File: src/rtl/ps2_key_event.sv
// ps2_key_event: turns the raw PS/2 Set-2 byte stream into clean key events.
// One event per make/break, with typematic repeats suppressed. Events are
// queued in a small FIFO so no key transition is lost while the CPU polls.
//
// Ports
//   iCLK        single clock, rising edge
//   iRST        synchronous active-high reset
//   iSCAN_STB   one-cycle strobe: iSCAN_CODE holds a new byte
//   iSCAN_CODE  received byte
//   oEVT_VALID  FIFO head holds an event
//   iEVT_READY  consumer pops head when oEVT_VALID & iEVT_READY
//   oEVT_CODE   key code of head event
//   oEVT_EXT    head event was E0-prefixed
//   oEVT_BREAK  1 = release, 0 = press
//   oOVERFLOW   sticky: an event was dropped because the FIFO was full
module ps2_key_event #(
  parameter int DEPTH   = 4,
  parameter int TIMEOUT = 50000
) (
  input  logic       iCLK,
  input  logic       iRST,
  input  logic       iSCAN_STB,
  input  logic [7:0] iSCAN_CODE,
  output logic       oEVT_VALID,
  input  logic       iEVT_READY,
  output logic [7:0] oEVT_CODE,
  output logic       oEVT_EXT,
  output logic       oEVT_BREAK,
  output logic       oOVERFLOW
);
  localparam int AW = $clog2(DEPTH);
  localparam int CW = AW + 1;
  localparam int TW = $clog2(TIMEOUT + 1);

  typedef enum logic [2:0] {S_IDLE, S_EXT, S_BRK, S_EXT_BRK, S_SKIP} state_t;

  // Controller replies and padding bytes that never name a key.
  function automatic logic is_discard(input logic [7:0] b);
    return b inside {8'h00, 8'hAA, 8'hEE, 8'hFA, 8'hFC, 8'hFD, 8'hFE, 8'hFF};
  endfunction

  state_t          state;
  logic [2:0]      skip_cnt;
  logic [TW-1:0]   tcnt;
  logic            c_vld, c_ext, c_brk;
  logic [7:0]      c_code;

  // ---------------- parser ----------------
  always_ff @(posedge iCLK) begin
    if (iRST) begin
      state    <= S_IDLE;
      skip_cnt <= '0;
      tcnt     <= '0;
      c_vld    <= 1'b0;
      c_ext    <= 1'b0;
      c_brk    <= 1'b0;
      c_code   <= '0;
    end else begin
      c_vld <= 1'b0;
      if (iSCAN_STB) begin
        tcnt <= '0;
        case (state)
          S_IDLE: begin
            if (iSCAN_CODE == 8'hE0)      state <= S_EXT;
            else if (iSCAN_CODE == 8'hF0) state <= S_BRK;
            else if (iSCAN_CODE == 8'hE1) begin
              // Pause sends 7 more bytes after E1; swallow them all.
              state    <= S_SKIP;
              skip_cnt <= 3'd7;
            end else if (!is_discard(iSCAN_CODE)) begin
              c_vld <= 1'b1; c_ext <= 1'b0; c_brk <= 1'b0; c_code <= iSCAN_CODE;
            end
          end
          S_EXT: begin
            if (iSCAN_CODE == 8'hF0)      state <= S_EXT_BRK;
            else if (iSCAN_CODE == 8'hE0) state <= S_EXT;
            else begin
              state <= S_IDLE;
              // E0 12 is the fake shift some keyboards wrap around nav keys.
              if (!is_discard(iSCAN_CODE) && iSCAN_CODE != 8'h12) begin
                c_vld <= 1'b1; c_ext <= 1'b1; c_brk <= 1'b0; c_code <= iSCAN_CODE;
              end
            end
          end
          S_BRK: begin
            state <= S_IDLE;
            if (!is_discard(iSCAN_CODE)) begin
              c_vld <= 1'b1; c_ext <= 1'b0; c_brk <= 1'b1; c_code <= iSCAN_CODE;
            end
          end
          S_EXT_BRK: begin
            state <= S_IDLE;
            if (!is_discard(iSCAN_CODE) && iSCAN_CODE != 8'h12) begin
              c_vld <= 1'b1; c_ext <= 1'b1; c_brk <= 1'b1; c_code <= iSCAN_CODE;
            end
          end
          S_SKIP: begin
            skip_cnt <= skip_cnt - 3'd1;
            if (skip_cnt <= 3'd1) state <= S_IDLE;
          end
          default: state <= S_IDLE;
        endcase
      end else if (state != S_IDLE) begin
        // Abandon a half-received sequence after TIMEOUT quiet cycles.
        if (tcnt == TW'(TIMEOUT - 1)) begin
          state <= S_IDLE;
          tcnt  <= '0;
        end else begin
          tcnt <= tcnt + TW'(1);
        end
      end
    end
  end

  // ---------------- repeat suppression ----------------
  logic [8:0] last_code;
  logic       held;
  logic [8:0] c_key;
  logic       repeat_hit, push;

  assign c_key      = {c_ext, c_code};
  assign repeat_hit = c_vld && !c_brk && held && (c_key == last_code);
  assign push       = c_vld && !repeat_hit;

  always_ff @(posedge iCLK) begin
    if (iRST) begin
      last_code <= '0;
      held      <= 1'b0;
    end else if (c_vld) begin
      if (!c_brk && !repeat_hit) begin
        last_code <= c_key;
        held      <= 1'b1;
      end else if (c_brk && c_key == last_code) begin
        held <= 1'b0;
      end
    end
  end

  // ---------------- event FIFO ----------------
  logic [9:0]    mem [DEPTH];
  logic [AW-1:0] rd_ptr, wr_ptr;
  logic [CW-1:0] count;
  logic          full, empty, pop, wr_ok, ovf;

  assign full  = (count == CW'(DEPTH));
  assign empty = (count == '0);
  assign pop   = !empty && iEVT_READY;
  // A pop in the same cycle frees the slot, so a full FIFO still accepts.
  assign wr_ok = push && (!full || pop);

  always_ff @(posedge iCLK) begin
    if (iRST) begin
      for (int i = 0; i < DEPTH; i++) mem[i] <= '0;
      rd_ptr <= '0;
      wr_ptr <= '0;
      count  <= '0;
      ovf    <= 1'b0;
    end else begin
      if (wr_ok) begin
        mem[wr_ptr] <= {c_ext, c_brk, c_code};
        wr_ptr      <= wr_ptr + AW'(1);
      end
      if (pop) rd_ptr <= rd_ptr + AW'(1);
      if (push && !wr_ok) ovf <= 1'b1;
      case ({wr_ok, pop})
        2'b10:   count <= count + CW'(1);
        2'b01:   count <= count - CW'(1);
        default: count <= count;
      endcase
    end
  end

  assign oEVT_VALID                       = !empty;
  assign {oEVT_EXT, oEVT_BREAK, oEVT_CODE} = mem[rd_ptr];
  assign oOVERFLOW                        = ovf;
endmodule

File: config.mk
export PLATFORM = sky130hd
export DESIGN_NAME = ps2_key_event
export DESIGN_NICKNAME = d
export VERILOG_FILES = /design/src/rtl/ps2_key_event.sv
export SDC_FILE = /design/constraint.sdc
export NUM_CORES = 1
export LEC_CHECK = 0
export CELL_PAD_IN_SITES_DETAIL_PLACEMENT = 0
export CELL_PAD_IN_SITES_GLOBAL_PLACEMENT = 1
export CORE_MARGIN = 1
export CORE_UTILIZATION = 47
export CTS_BUF_LIST = sky130_fd_sc_hd__clkbuf_8 sky130_fd_sc_hd__clkbuf_16
export DETAILED_ROUTE_END_ITERATION = 6
export PLACE_DENSITY = 0.86
export SKIP_LAST_GASP = 1
export SLEW_MARGIN = 15
export SYNTH_ARGS = -nofsm -noshare
export SYNTH_HDL_FRONTEND = slang
export SYNTH_SLANG_ARGS = --single-unit
File: constraint.sdc
create_clock -name iCLK -period 2.9 [get_ports iCLK]
set_clock_uncertainty 0.15 [all_clocks]
set_input_delay 0.435 -clock iCLK [delete_from_list [all_inputs] [get_ports iCLK]]
set_output_delay 0.435 -clock iCLK [all_outputs]
set_load 0.02 [all_outputs]
==> results.sh, run 1 <==
export IMPL_synth_area_sq_um=4390
export IMPL_core_area_sq_um=8890
export IMPL_syn_nets=440
export IMPL_io_buffers=23
export IMPL_holdCritStartpoint="iRST"
export IMPL_min_period_ns=2.56
export IMPL_synth_top_area_share_pct=27.3
export IMPL_worst_slack_ns=0.335
export IMPL_peakVddDrop_mv=0.314
export IMPL_sw_frac_of_total_pct=28.5
export IMPL_p_clk_share_pct=27.4
export IMPL_synth_compound_area_share_pct=8.03
export IMPL_cp_slowest_stage_delay_ns=0.55
export IMPL_cts_tree="built"
export IMPL_h_tree_depth=3
export IMPL_whs_path_depth=2
export IMPL_ys_types=61
export IMPL_synth_top_family_by_area="simple AND/OR/NAND/NOR gates"
export IMPL_fmax_mhz=390
export IMPL_multi_input_area_sq_um=1970
export IMPL_synthSimpleGateAreaFrac_pct=22.6
export IMPL_status="finished, final reports clean"
export IMPL_leakage_nw=1.75
export IMPL_ys_seq_area_share_pct=51.5
export IMPL_p_sw_uw=893
export IMPL_grt_usage_pct=19.4
export IMPL_synth_seq_cells=93
export IMPL_rr_endpoint="count[2]"
export IMPL_fillers=787
export IMPL_synth_edff_count=40
export IMPL_areaGrowthSynthToFinish_pct=13.2
export IMPL_syn_avg_cell_area_sq_um=10.4
export IMPL_grt_max_degree=30
export IMPL_drc=0
export IMPL_vias=3135
export IMPL_grt_pass1_vias=3112
export IMPL_cts_setup_buffers=0
export IMPL_crit_type="flop to primary output"
export IMPL_drtIter0Drc=116
export IMPL_cts_buffer_depth=2
export IMPL_cp_required_ns=2.32
export IMPL_async_flop_share_pct=0
export IMPL_die_h_um=98.7
export IMPL_cts_hold_buf=0
export IMPL_crit_chain="buf_4 > mux4_2 > clkdlybuf4s50_1"
export IMPL_reg2reg_depth=8
export IMPL_startpoint_type="flop"
export IMPL_tns_ns=0
export IMPL_via_per_inst=5.59
export IMPL_first_pass_iters=4
export IMPL_finalHoldViolCount=0
export IMPL_rows=34
export IMPL_final_cell_area_sq_um=4970
export IMPL_place_ws_ns=0.0986
export IMPL_cts_inserted_buffers=9
export IMPL_n_antenna_cell=0
export IMPL_dieArea_sq_um=9740
export IMPL_synth_common_cells="dfxtp_1, nor2_1, edfxtp_1"
export IMPL_r2r_start="c_code[7]"
export IMPL_placed_cell_area_sq_um=4770
export IMPL_min_to="oOVERFLOW"
export IMPL_synth_adder_area_share_pct=1.31
export IMPL_gr_total_overflow=0
export IMPL_max_slew_margin_pct=47.1
export IMPL_p_comb_share_pct=23.8
export IMPL_finalSetupViolations=0
export IMPL_final_layout_size_suffix_gt1_share_pct=10.6
export IMPL_dpl_hpwl_um=6100
export IMPL_drv_slew=0
export IMPL_wirelength_um=8530
export IMPL_clock_latency_ns=0.35
export IMPL_hold_path_class="input port to flop"
export IMPL_cts_resized=0
export IMPL_cts_root_buf="clkbuf_8"
export IMPL_grt_pass1_wl_um=14900
export IMPL_worstPathArrival_ns=1.98
export IMPL_place_gp_congestion=0.838
export IMPL_synthFlopType="dfxtp_1"
export IMPL_synth_top_cell_by_area="edfxtp_1"
export IMPL_final_nets=464
export IMPL_r2r_slack_ns=0.40
export IMPL_synth_xor_xnor_area_share_pct=4.98
export IMPL_cap_viol_max_count=0
export IMPL_die_w_um=98.7
export IMPL_cts_clk_slew_worst_paths_ns=0.09
export IMPL_period_share_pct=88.4
export IMPL_pwr_share_seq_pct=48.8
export IMPL_clkSinkCount=93
export IMPL_p_per_area_nw_per_um2=629
export IMPL_ant_nets=0
export IMPL_netlist_instances=424
export IMPL_initial_core_util_pct=49.4
export IMPL_synth_area_top_cells="edfxtp_1, dfxtp_1, mux4_2"
export IMPL_seqCellArea_sq_um=2260
export IMPL_worst_pin_slew_ns=0.787
export IMPL_synth_mux_area_share_pct=8.00
export IMPL_antenna_found_initial=0
export IMPL_yosysWarnings=0
export IMPL_wl_per_cell_um=15.2
export IMPL_rsz0062_at_grt="false"
export IMPL_ios=24
export IMPL_worstPathMaxFanout=10
export IMPL_crit_slowest_cell="clkdlybuf4s50_1"
export IMPL_end_kind="primary output"
export IMPL_p_int_mw=2.23
[cells in the final DEF, fill, tap and decap left out, drive strengths merged, types with 12 or more instances in the layout]
master / instances
a21oi: 17
and2: 20
buf: 14
clkbuf: 12
clkdlybuf4s50: 22
dfxtp: 53
edfxtp: 40
inv: 18
nand2: 27
nand3: 30
nor2: 53
nor4: 13
xor2: 18
[worst max-delay path, delay by kind of cell (launching register included)]
| family | cells | cell delay [ns] |
|---|---|---|
| buffers and inverters | 2 | 0.77 |
| multiplexers | 1 | 0.54 |
| flip-flops | 1 | 0.31 |
[final cells by class]
type / instances / area share [%]
sequential: 93 / 45.5
multi-input combinational: 291 / 39.7
timing repair buffer: 36 / 6.74
clock buffer: 12 / 3.55
tap: 108 / 2.72
inverter: 17 / 1.28
clock inverter: 4 / 0.528
[per-layer routing]
layer  GRT usage (%)  vias to the layer above  routed length (um)
met5               0                        -                   0
li1                -                     1579                   -
met3            2.98                       15                 332
met4            7.92                        0                 151
met2            34.1                       65                4210
met1            24.0                     1476                3830
[sequential cells by signal, summed over array words and instances (netlist names), 2 cells and up, named ones only]
| signal | count |
|---|---|
| c_code | 8 |
| mem | 40 |
| skip_cnt | 3 |
| wr_ptr | 2 |
| last_code | 9 |
| tcnt | 16 |
| count | 3 |
| rd_ptr | 2 |
| state | 3 |
[worst max-delay path by stage]
stage / start / end / slack [ns] / cells past startpoint
after floorplan: last_code[4] / mem[0][0] / 0.28 / 7
after global placement: iEVT_READY / count[2] / 0.16 / 8
after detailed placement: iEVT_READY / count[2] / 0.1 / 8
after CTS: flop / oEVT_CODE[3] / 0.30 / 3
after global routing: flop / oEVT_CODE[3] / 0.25 / 3
final: flop / oEVT_CODE[3] / 0.34 / 3
[logic make-up after synthesis]
family | after synthesis
AOI/OAI and AO/OA | 51
xor gates and xnor gates | 25
adders and majority gates | 4
buffers and inverters | 40
DFF | 93
muxes | 22
and+or+nand+nor | 189
[stage by stage]
stage	util, %	hold slack [ns]	instances	power (mW)
2_1_floorplan	-	0.294	424	2.03
3_3_place_gp	53.7	0.303	545	2.29
3_5_place_dp	53.7	0.318	545	2.31
4_1_cts	55.9	0.243	561	3.16
5_1_grt	55.9	0.247	561	3.28
6_report	55.9	0.251	561	3.13
[power by group through the flow]
stage | Sequential [mW] | Clock, mW | Combinational, mW
after floorplan | 1.52 | 0 | 0.511
final | 1.53 | 0.857 | 0.745
after global routing | 1.54 | 0.930 | 0.812
after global placement | 1.55 | 0 | 0.740
after CTS | 1.53 | 0.880 | 0.753
after detailed placement | 1.56 | 0 | 0.753
(Power assumes the default switching activity.)
==> run 2, diff against run 1 <==
--- a/config.mk
+++ b/config.mk
@@ -7,11 +7,13 @@
 export LEC_CHECK = 0
 export CELL_PAD_IN_SITES_DETAIL_PLACEMENT = 0
 export CELL_PAD_IN_SITES_GLOBAL_PLACEMENT = 1
+export CORE_ASPECT_RATIO = 0.5
 export CORE_MARGIN = 1
 export CORE_UTILIZATION = 47
 export CTS_BUF_LIST = sky130_fd_sc_hd__clkbuf_8 sky130_fd_sc_hd__clkbuf_16
+export CTS_CLUSTER_DIAMETER = 120
 export DETAILED_ROUTE_END_ITERATION = 6
-export PLACE_DENSITY = 0.86
+export PLACE_DENSITY = 0.8
 export SKIP_LAST_GASP = 1
 export SLEW_MARGIN = 15
 export SYNTH_ARGS = -nofsm -noshare
==> run 2 against run 1 <==
Net effect: the run now ends with design-rule violations left; hold slack better by 0.081 ns; global-route usage increased by 0.30 points; core utilization rose by 1.6 points; sequential power about the same; clock-buffer cell count is 3 lower; critical path depth did not move; cell count is 2.7% higher; first-iteration DRC count rose by 52%; design area increased by 2.8%; critical path type unchanged; critical endpoint is now oEVT_CODE[2].
==> results.sh, run 2 (synthesized netlist as in run 1, its figures left out) <==
export IMPL_io_buffers=23
export IMPL_crit_slowest_cell="clkdlybuf4s50_1"
export IMPL_worstPathMaxFanout=10
export IMPL_wl_per_cell_um=15.3
export IMPL_first_pass_iters=6
export IMPL_cts_clk_slew_worst_paths_ns=0.06
export IMPL_finalHoldViolCount=0
export IMPL_rsz0062_at_grt="false"
export IMPL_cts_tree="built"
export IMPL_wirelength_um=8810
export IMPL_via_per_inst=5.49
export IMPL_cts_inserted_buffers=9
export IMPL_drv_slew=0
export IMPL_areaGrowthSynthToFinish_pct=16.3
export IMPL_end_kind="primary output"
export IMPL_ant_nets=0
export IMPL_drtIter0Drc=176
export IMPL_cts_hold_buf=0
export IMPL_vias=3165
export IMPL_n_antenna_cell=0
export IMPL_rows=24
export IMPL_h_tree_depth=3
export IMPL_crit_type="flop to primary output"
export IMPL_p_sw_uw=942
export IMPL_tns_ns=0
export IMPL_p_comb_share_pct=21.8
export IMPL_final_nets=470
export IMPL_clkSinkCount=93
export IMPL_p_int_mw=2.50
export IMPL_sw_frac_of_total_pct=27.4
export IMPL_drc=7
export IMPL_antenna_found_initial=0
export IMPL_top_register="mem"
export IMPL_cts_buffer_depth=2
export IMPL_die_h_um=70.4
export IMPL_max_slew_margin_pct=63.5
export IMPL_startpoint_type="flop"
export IMPL_ios=24
export IMPL_cts_root_buf="clkbuf_16"
export IMPL_fin_util_pct=57.5
export IMPL_cap_viol_max_count=0
export IMPL_die_w_um=139
export IMPL_place_inst=560
export IMPL_dieArea_sq_um=9760
export IMPL_cp_slowest_stage_delay_ns=0.55
export IMPL_place_gp_congestion=0.846
export IMPL_finalSetupViolations=0
export IMPL_path_delay_family="buffers and inverters"
export IMPL_placed_cell_area_sq_um=4810
export IMPL_min_period_ns=2.56
export IMPL_grt_pass1_wl_um=15100
export IMPL_crit_chain="buf_4 > mux4_2 > clkdlybuf4s50_1"
export IMPL_p_clk_share_pct=33.8
export IMPL_pwr_share_seq_pct=44.4
export IMPL_worstPathArrival_ns=1.98
export IMPL_initial_core_util_pct=49.4
export IMPL_reg_top3="mem (40), tcnt (16), last_code (9)"
export IMPL_largest_register_ffs=40
export IMPL_cp_required_ns=2.32
export IMPL_grt_max_degree=37
export IMPL_p_per_area_nw_per_um2=674
export IMPL_cp_num_buf_inv=2
export IMPL_violations="design-rule violations"
export IMPL_final_cell_mix="nor2_1, dfxtp_1, edfxtp_1"
export IMPL_final_cell_area_sq_um=5110
export IMPL_status="finished, violations left"
export IMPL_grt_usage_pct=19.7
export IMPL_peakVddDrop_mv=0.287
export IMPL_cts_setup_buffers=0
export IMPL_period_share_pct=88.3
export IMPL_power_mw=3.44
export IMPL_final_layout_size_suffix_gt1_share_pct=11.8
export IMPL_dpl_hpwl_um=6400
export IMPL_clock_latency_ns=0.33
export IMPL_fin_cells=576
export IMPL_grt_pass1_vias=3148
export IMPL_core_area_sq_um=8890
export IMPL_gr_total_overflow=0
export IMPL_leakage_nw=1.81
export IMPL_cts_resized=0
export IMPL_worst_pin_slew_ns=0.547
export IMPL_hold_path_class="flop to flop"
export IMPL_fmax_mhz=390
==> run 2: worst paths after layout <==
kind,from,endpoint,slack [ns],cells past startpoint
setup reg to reg,c_code[5],mem[2][1],0.38,7
hold reg to reg,tcnt[1],tcnt[1],0.33,2
setup / recovery,flop,oEVT_CODE[2],0.34,3
hold / removal,tcnt[1],tcnt[1],0.33,2
==> run 2: through the flow <==
step / hold slack, ns / setup slack (ns)
after floorplan: 0.294 / 0.283
after global placement: 0.308 / 0.215
after detailed placement: 0.332 / 0.165
after CTS: 0.337 / 0.310
after global routing: 0.350 / 0.266
final: 0.332 / 0.339
==> run 2: worst min-delay path: stages (launching register included) <==
cell and delay [ns]:
dfxtp_1 0.32, nand2_1 0.06, a21oi_1 0.05
==> run 2: final cells by class <==
cell class | count | area, sq um
clock inverters | 7 | 72.6
repair buffers | 42 | 368
flip-flops and latches | 93 | 2260
fillers | 753 | 3780
multi-input cells | 291 | 1970
inverters | 17 | 63.8
clock buffers | 9 | 225
well taps | 117 | 146
==> run 2: power groups by stage <==
stage	clock network [mW]	logic [mW]	registers [mW]
final	1.16	0.750	1.53
after global routing	1.24	0.811	1.54
after CTS	1.19	0.757	1.53
after detailed placement	0	0.754	1.56
after global placement	0	0.739	1.55
after floorplan	0	0.511	1.52
==> run 2: routing by layer <==
layer  up-vias  global-route usage (%)  wire length, um
li1       1581                       -                -
met1      1511                    25.6             4090
met2        58                    31.8             4110
met3        15                    5.08              416
met4         0                    8.15              190
met5         -                       0                0
==> run 3, diff against run 2 <==
--- a/config.mk
+++ b/config.mk
@@ -5,6 +5,7 @@
 export SDC_FILE = /design/constraint.sdc
 export NUM_CORES = 1
 export LEC_CHECK = 0
+export ABC_CLOCK_PERIOD_IN_PS = 2900
 export CELL_PAD_IN_SITES_DETAIL_PLACEMENT = 0
 export CELL_PAD_IN_SITES_GLOBAL_PLACEMENT = 1
 export CORE_ASPECT_RATIO = 0.5
@@ -13,6 +14,7 @@
 export CTS_BUF_LIST = sky130_fd_sc_hd__clkbuf_8 sky130_fd_sc_hd__clkbuf_16
 export CTS_CLUSTER_DIAMETER = 120
 export DETAILED_ROUTE_END_ITERATION = 6
+export MAX_ROUTING_LAYER = met4
 export PLACE_DENSITY = 0.8
 export SKIP_LAST_GASP = 1
 export SLEW_MARGIN = 15
==> run 3 against run 2 <==
Net effect: the flow still finishes with violations (design-rule violations); routed wire length about the same; fmax is essentially flat; non-clock buffer count is the same; highest routed layer unchanged; clock-buffer cell count did not move; global-route usage is 0.63 points higher; clock power hardly changed.
==> results.sh, run 3 (synthesized netlist as in run 1, its figures left out) <==
export IMPL_status="finished, violations left"
export IMPL_violations="design-rule violations"
export IMPL_areaGrowthSynthToFinish_pct=16.3
export IMPL_grt_pass1_vias=3148
export IMPL_rr_endpoint="mem[2][1]"
export IMPL_core_area_sq_um=8890
export IMPL_fmax_mhz=390
export IMPL_cap_viol_max_count=0
export IMPL_sw_frac_of_total_pct=27.3
export IMPL_cts_resized=0
export IMPL_end_kind="primary output"
export IMPL_min_period_ns=2.56
export IMPL_final_layout_size_suffix_gt1_share_pct=11.8
export IMPL_ios=24
export IMPL_fillers=753
export IMPL_path_delay_family="buffers and inverters"
export IMPL_holdCritStartpoint="tcnt[1]"
export IMPL_die_h_um=70.4
export IMPL_grt_pass1_wl_um=15100
export IMPL_period_share_pct=88.3
export IMPL_p_int_mw=2.50
export IMPL_drv_slew=0
export IMPL_n_antenna_cell=0
export IMPL_drtIter0Drc=177
export IMPL_holdWs_ns=0.332
export IMPL_cp_required_ns=2.32
export IMPL_min_to="tcnt[1]"
export IMPL_r2r_slack_ns=0.38
export IMPL_startpoint_type="flop"
export IMPL_cp_num_buf_inv=2
export IMPL_ant_nets=0
export IMPL_via_per_inst=5.52
export IMPL_p_per_area_nw_per_um2=673
export IMPL_cts_root_buf="clkbuf_16"
export IMPL_finalSetupViolations=0
export IMPL_top_layer="met4"
export IMPL_multi_input_area_sq_um=1970
export IMPL_final_nets=470
export IMPL_crit_chain="buf_4 > mux4_2 > clkdlybuf4s50_1"
export IMPL_hold_path_class="flop to flop"
export IMPL_rsz0062_at_grt="false"
export IMPL_finalHoldViolCount=0
export IMPL_cts_tree="built"
export IMPL_drc=7
export IMPL_top_register="mem"
export IMPL_whs_path_depth=2
export IMPL_worst_pin_slew_ns=0.547
export IMPL_worstPathMaxFanout=10
export IMPL_power_mw=3.44
export IMPL_cts_clk_slew_worst_paths_ns=0.06
export IMPL_cts_setup_buffers=0
export IMPL_grt_usage_pct=20.4
export IMPL_place_ws_ns=0.165
export IMPL_cts_inserted_buffers=9
export IMPL_pwr_share_seq_pct=44.5
export IMPL_cp_slowest_stage_delay_ns=0.55
export IMPL_final_cell_mix="nor2_1, dfxtp_1, edfxtp_1"
export IMPL_first_pass_iters=6
export IMPL_vias=3177
export IMPL_p_clk_share_pct=33.7
export IMPL_crit_type="flop to primary output"
export IMPL_wirelength_um=8800
export IMPL_placed_cell_area_sq_um=4810
export IMPL_dieArea_sq_um=9760
export IMPL_wl_per_cell_um=15.3
export IMPL_p_sw_uw=940
export IMPL_h_tree_depth=3
export IMPL_dpl_hpwl_um=6400
export IMPL_die_w_um=139
export IMPL_cts_buffer_depth=2
export IMPL_peakVddDrop_mv=0.285
export IMPL_tns_ns=0
export IMPL_clkSinkCount=93
export IMPL_grt_max_degree=37
export IMPL_reg2reg_depth=7
export IMPL_gr_total_overflow=0
export IMPL_reg_top3="mem (40), tcnt (16), last_code (9)"
export IMPL_wl_met3_um=400
export IMPL_rows=24
export IMPL_antenna_found_initial=0
export IMPL_clock_latency_ns=0.33
export IMPL_max_slew_margin_pct=63.5
export IMPL_cts_hold_buf=0
export IMPL_leakage_nw=1.81
export IMPL_initial_core_util_pct=49.4
export IMPL_largest_register_ffs=40
export IMPL_worstPathArrival_ns=1.98
export IMPL_r2r_start="c_code[5]"
export IMPL_final_cell_area_sq_um=5110
export IMPL_route_layer_met1_wl_um=4100
export IMPL_worst_slack_ns=0.339
export IMPL_place_gp_congestion=0.859
export IMPL_seqCellArea_sq_um=2260
export IMPL_crit_slowest_cell="clkdlybuf4s50_1"
export IMPL_dr_wl_met2_um=4110
export IMPL_io_buffers=23
export IMPL_p_comb_share_pct=21.8
[run 3: routing by layer]
layer | up-vias | global-route usage [%]
met5 | - | -
met4 | 0 | 8.15
met3 | 16 | 5.08
met2 | 56 | 31.7
met1 | 1525 | 25.7
li1 | 1580 | -
[run 3: worst max path at each step]
stage / endpoint / slack, ns / cells after the start
global placement: count[2] / 0.21 / 8
floorplan: mem[0][0] / 0.28 / 7
detailed placement: count[2] / 0.16 / 8
global route: mem[1][2] / 0.27 / 7
CTS: oEVT_CODE[2] / 0.31 / 3
finish: oEVT_CODE[2] / 0.34 / 3
[run 3: area by class of cell]
type	count	share of cell area, %
timing repair buffer	42	7.20
clock buffer	9	4.41
sequential	93	44.2
clock inverter	7	1.42
tap	117	2.86
multi-input combinational	291	38.6
inverter	17	1.25
[run 3: worst reg2reg max path: stages (launching register included)]
cell	delay (ns)
dfxtp_1	0.48
xor2_1	0.13
nor3_2	0.28
nand4b_2	0.21
o211ai_1	0.43
buf_4	0.28
o21ai_1	0.12
buf_4	0.21
[run 3: power by group through the flow]
stage	registers, mW	clock network [mW]	logic (mW)
global route	1.54	1.24	0.811
global placement	1.55	0	0.739
finish	1.53	1.16	0.751
detailed placement	1.56	0	0.754
CTS	1.53	1.19	0.757
floorplan	1.52	0	0.511
[run 3: stage by stage]
| stage | std cells | util (%) |
|---|---|---|
| after floorplan | 424 | - |
| after global placement | 560 | 54.2 |
| after detailed placement | 560 | 54.2 |
| after CTS | 576 | 57.5 |
| after global routing | 576 | 57.5 |
| final | 576 | 57.5 |
